## src/rtl/muldiv_stall_ctrl.sv

```systemverilog
// Multi-cycle execute stall controller for multiply/divide in EX.
// Freezes the front end for a per-class latency, then opens a one-cycle result window.
module muldiv_stall_ctrl #(
  parameter int DIV_LAT = 8,
  parameter int MUL_LAT = 3,
  parameter int CNT_W   = 4
) (
  input  logic             clk,
  input  logic             reset,
  input  logic [4:0]       alu_ctrl,
  input  logic             ex_valid,
  input  logic             flush,
  input  logic             unit_done,
  input  logic             hold_down,
  output logic             stall,
  output logic             start_mul,
  output logic             start_div,
  output logic             result_valid,
  output logic [1:0]       busy_kind,
  output logic [CNT_W-1:0] cycles_left
);

  typedef enum logic [1:0] {S_IDLE, S_RUN, S_DONE} state_t;
  typedef enum logic [1:0] {K_NONE = 2'b00, K_MUL = 2'b01, K_DIV = 2'b10} kind_t;

  localparam logic [CNT_W-1:0] DIV_LOAD = CNT_W'(DIV_LAT - 1);
  localparam logic [CNT_W-1:0] MUL_LOAD = CNT_W'(MUL_LAT - 1);
  localparam logic [CNT_W-1:0] CNT_ONE  = CNT_W'(1);

  state_t           state_q, state_n;
  kind_t            kind_q, kind_n;
  logic [CNT_W-1:0] cnt_q, cnt_n;

  logic is_div, is_mul, is_md, lat_is_one;

  assign is_div     = alu_ctrl[4] & alu_ctrl[2];
  assign is_mul     = alu_ctrl[4] & ~alu_ctrl[2];
  assign is_md      = ex_valid & (is_div | is_mul);
  assign lat_is_one = is_div ? (DIV_LAT == 1) : (MUL_LAT == 1);

  assign cycles_left = cnt_q;

  // NOTE: non-blocking assignments so every state register samples the same pre-edge values.
  always_ff @(posedge clk or posedge reset) begin
    if (reset) begin
      state_q <= S_IDLE;
      kind_q  <= K_NONE;
      cnt_q   <= '0;
    end else begin
      state_q <= state_n;
      kind_q  <= kind_n;
      cnt_q   <= cnt_n;
    end
  end

  // NOTE: every output and next-state signal gets a default first, so no path infers a latch.
  always_comb begin
    state_n      = state_q;
    kind_n       = kind_q;
    cnt_n        = cnt_q;
    stall        = 1'b0;
    start_mul    = 1'b0;
    start_div    = 1'b0;
    result_valid = 1'b0;
    busy_kind    = kind_q;

    if (flush) begin
      state_n = S_IDLE;
      kind_n  = K_NONE;
      cnt_n   = '0;
    end else begin
      unique case (state_q)
        S_IDLE: begin
          // Reset is folded into the trigger so outputs read zero while it is held.
          if (is_md && !reset) begin
            stall     = 1'b1;
            start_div = is_div;
            start_mul = is_mul;
            kind_n    = is_div ? K_DIV : K_MUL;
            busy_kind = kind_n;
            if (lat_is_one) begin
              state_n = S_DONE;
              cnt_n   = '0;
            end else begin
              state_n = S_RUN;
              cnt_n   = is_div ? DIV_LOAD : MUL_LOAD;
            end
          end
        end
        S_RUN: begin
          stall = 1'b1;
          if (cnt_q == CNT_ONE || unit_done) begin
            state_n = S_DONE;
            cnt_n   = '0;
          end else begin
            cnt_n = cnt_q - CNT_ONE;
          end
        end
        S_DONE: begin
          // Retiring instruction is the mul/div itself, so no re-trigger from here.
          result_valid = 1'b1;
          stall        = hold_down;
          cnt_n        = '0;
          if (!hold_down) begin
            state_n = S_IDLE;
            kind_n  = K_NONE;
          end
        end
        default: begin
          state_n = S_IDLE;
          kind_n  = K_NONE;
          cnt_n   = '0;
        end
      endcase
    end
  end

endmodule
```

## config.mk

```make
export PLATFORM = sky130hd
export DESIGN_NAME = muldiv_stall_ctrl
export DESIGN_NICKNAME = d
export VERILOG_FILES = /design/src/rtl/muldiv_stall_ctrl.sv
export SDC_FILE = /design/constraint.sdc
export NUM_CORES = 1
export LEC_CHECK = 0
export ABC_AREA = 0
export CORE_AREA = 2 2 39 41
export CTS_CLUSTER_SIZE = 10
export DETAILED_ROUTE_END_ITERATION = 8
export DIE_AREA = 0 0 41 43
export PLACE_DENSITY = 0.84
export SLEW_MARGIN = 5
export SYNTH_ARGS = -nofsm -noshare
export SYNTH_HDL_FRONTEND = slang
export SYNTH_SLANG_ARGS = --single-unit
```

## constraint.sdc

```tcl
create_clock -name clk -period 2.6 [get_ports clk]
set_clock_uncertainty 0.05 [all_clocks]
set_input_delay 0.26 -clock clk [delete_from_list [all_inputs] [get_ports clk]]
set_output_delay 0.26 -clock clk [all_outputs]
set_load 0.05 [all_outputs]
```

==> impl_summary.md <==
Finish
The repair_antennas step left the layout with diodes totalling 0. The footprint of the flip-flops and latches is 200 sq um. From synthesis to final layout, the design area changed by 34.8%. The number of inserted filler cells in the final layout is 135. For this run, the post-layout net count is 98.

The area taken by multi-input logic gates is 333 sq um. The share of post-route cells with drive strength above 1 is 12.0%.

Worst setup path
In this run the critical register-to-register path is launched from cycles_left[1]. The worst setup path is of the primary input to output port kind. The critical path arrival is 1.85 ns. In this run the critical register-to-register path is captured at state_q[1]. For the worst flop-to-flop path, the logic depth is 6. The setup check on the worst reg-to-reg path leaves a slack of 1.01 ns. The maximum net fanout on the critical path is 8.

The worst path required time is 2.29 ns. The type of origin of the critical path is a primary input. The worst setup path is captured at an output port.

Clock network
For the worst-skew pair, the clock arrives at the later sink with an insertion delay of 0.25 ns. CTS built an H-tree with a depth of 1. The clock passes through at most 2 buffers.

Buffers inserted to repair hold after CTS numbered 0. The post-cts gate resize count is 0. After clock tree synthesis, the setup repair step added 0 buffers. In this run, CTS created clock tree buffers numbering 3.

The root buffer cell chosen for the clock tree is sky130_fd_sc_hd__clkbuf_4. The clock transition at the register clock pins on the worst setup and hold paths after CTS is 0.06 ns. TritonCTS built the clock tree.

For this design, the sink count on the clock tree is 8.

Yosys
The number of warning messages in the yosys log is 0. The top flip-flop cell by instance count after synthesis is sky130_fd_sc_hd__dfrtp_1. The synthesis-stage register bit count is 8. After synthesis, the share of flip-flops with an asynchronous set or reset is 100%. The register area share after synthesis is 35.5%. In this run, synthesis inferred 0 flip-flops with an integrated enable. Synthesis produced 67 cells. In this run, distinct cell masters in the synthesized netlist total 28. The area of the mapped netlist is 564 sq um.

The number of nets handed over by synthesis was 80. The post-synthesis average cell area is 8.42 sq um.

Floorplan
The initialized floorplan defines 14 standard-cell rows. Pin placement for this block handled 21 I/O pins. The floorplan step set the die width to 41 microns.

The overall die area is 1760 sq um. The initial cell density of the core is 40.8%. The height of the die is 43 microns. The core region is 1380 sq um.

STA
The portion of the clock cycle consumed by the worst path in the final layout is 83.3%. The sum of negative setup slack is 0 ns. Setup slack closes at 0.435 ns.

Static timing analysis puts the maximum clock frequency at 462 MHz. The routed design could run at a clock period as short as 2.16 ns. The final-report max-slew violation count was 0.

The count of endpoints failing hold in the final timing report is 0. The actual transition at the worst max-transition pin is 0.492 ns. Setup violations remaining at the end of the flow were counted as 0.

The max-slew headroom at the worst pin is 67.1%. Setup repair after global routing left no endpoint under its margin. The final-layout worst hold slack is 0.255 ns.

Pwr
Summed over all cells, the static leakage comes to 0.000354 uW. The maximum vdd ir drop is 0.225 mV. The power density of the placed cells is 426 nW/um^2.

Global routing
The initial antenna violation count is 0. The first global-routing pass estimated 2090 microns of wire. The number of global-route vias before repair is 523. The overall overflow remaining after global route is 0.

Entering global routing, the biggest net connects 15 pins. The global-route usage over all layers is 17.3%.

Placement
The worst slack at placement is 0.447 ns. The final estimated routing congestion in global placement is 0.721. In this run the tool buffered the top-level ports with 17 buffer cells.

The half-perimeter wire length after detailed placement is 963 microns.

Drt
The number of iterations in the first detailed-routing pass is 4. The count of nets left with antenna violations after detail routing is 0. The post-detailed-route DRC marker count is 0. After detailed routing, the total wire length is 1280 microns. The first routing iteration left 10 violations. In the routed layout, each cell is associated on average with a via count of 5.48. Dividing the detail-routed wire length by the instance count gives 12.9 microns. The via count is 543.

Status
The run finished with clean final reports.

Min path
The tightest min-delay check is of the primary input to async pin type.

Job
The tool flagged a number of max-cap violations equal to 0.
## critical path, stage by stage
cell and delay [ns]:
sky130_fd_sc_hd__clkdlybuf4s50_1 0.54, sky130_fd_sc_hd__nor3b_1 0.23, sky130_fd_sc_hd__clkdlybuf4s50_1 0.83
## logic make-up after synthesis
kind of cell | synth area share (%)
DFF | 35.5
adders and majority gates | 4.43
and+or+nand+nor | 32.8
AOI/OAI and AO/OA | 16.6
buffers and inverters | 5.54
muxes | 3.55
xor gates and xnor gates | 1.55
## per-stage QoR
step / instances / cell area (sq um) / total power (uW) / utilization, %
4_1_cts: 99 / 761 / 327 / 55.0
6_report: 99 / 761 / 324 / 55.0
3_5_place_dp: 96 / 738 / 232 / 53.3
5_1_grt: 99 / 761 / 345 / 55.0
2_1_floorplan: 67 / 564 / 198 / -
3_3_place_gp: 96 / 738 / 230 / 53.3
## cells in the mapped netlist (2+ instances only)
| master | instances | area (sq um) |
|---|---|---|
| sky130_fd_sc_hd__nor2b_1 | 2 | 12.5 |
| sky130_fd_sc_hd__inv_1 | 4 | 15.0 |
| sky130_fd_sc_hd__nand2b_1 | 2 | 12.5 |
| sky130_fd_sc_hd__nand3b_1 | 2 | 15.0 |
| sky130_fd_sc_hd__a21oi_1 | 6 | 30.0 |
| sky130_fd_sc_hd__o31ai_1 | 2 | 15.0 |
| sky130_fd_sc_hd__mux2i_1 | 2 | 20.0 |
| sky130_fd_sc_hd__o21ai_0 | 5 | 25.0 |
| sky130_fd_sc_hd__a21o_1 | 2 | 15.0 |
| sky130_fd_sc_hd__and3b_1 | 2 | 17.5 |
| sky130_fd_sc_hd__nor2_1 | 6 | 22.5 |
| sky130_fd_sc_hd__nand4_1 | 2 | 12.5 |
| sky130_fd_sc_hd__nor3_1 | 3 | 15.0 |
| sky130_fd_sc_hd__ha_1 | 2 | 25.0 |
| sky130_fd_sc_hd__nand2_1 | 3 | 11.3 |
| sky130_fd_sc_hd__dfrtp_1 | 8 | 200 |
| sky130_fd_sc_hd__clkbuf_1 | 3 | 11.3 |
## state kept, by name (all words and copies together), names as in the netlist
signal and flops:
cycles_left 4, kind_q 2, state_q 2
## power breakdown
part | internal [uW] | leakage, uW | switching (uW)
registers | 130 | 0.000110 | 8.25
clock network | 52.7 | 0.0000138 | 40.8
logic | 38.4 | 0.000230 | 53.6
total | 221 | 0.000354 | 103
## cells in the final DEF, fill, tap and decap left out, types with 3 or more instances in the layout
cell type / instances
sky130_fd_sc_hd__o21ai_0: 5
sky130_fd_sc_hd__clkdlybuf4s50_1: 12
sky130_fd_sc_hd__nor2_1: 6
sky130_fd_sc_hd__inv_1: 4
sky130_fd_sc_hd__buf_4: 4
sky130_fd_sc_hd__nand2_1: 3
sky130_fd_sc_hd__a21oi_1: 6
sky130_fd_sc_hd__nor3_1: 3
sky130_fd_sc_hd__clkbuf_4: 3
sky130_fd_sc_hd__dfrtp_1: 8
## layout make-up
type	count	share of cell area [%]
well taps	16	2.63
flip-flops and latches	8	26.3
clock buffers	3	2.96
multi-input cells	51	43.7
repair buffers	17	22.4
inverters	4	1.97
## worst max-delay path by stage
stage                    start           end  slack [ns]  cells after the start
floorplan           state_q[1]     start_mul        0.38                      3
global placement         flush  result_valid        0.44                      3
detailed placement       flush  result_valid        0.45                      3
CTS                      flush  result_valid        0.43                      3
global route        state_q[0]  result_valid        0.38                      2
finish                   flush  result_valid        0.44                      3
## per-layer routing
metal / part of all wire, % / vias to the layer above / track usage, %
li1: - / 269 / -
met1: 45 / 257 / 21.5
met2: 49 / 15 / 26.9
met3: 5.2 / 2 / 4.71
met4: 1.0 / 0 / 7.33
met5: 0 / - / 0
No activity file was read; power rests on OpenSTA's default activity.
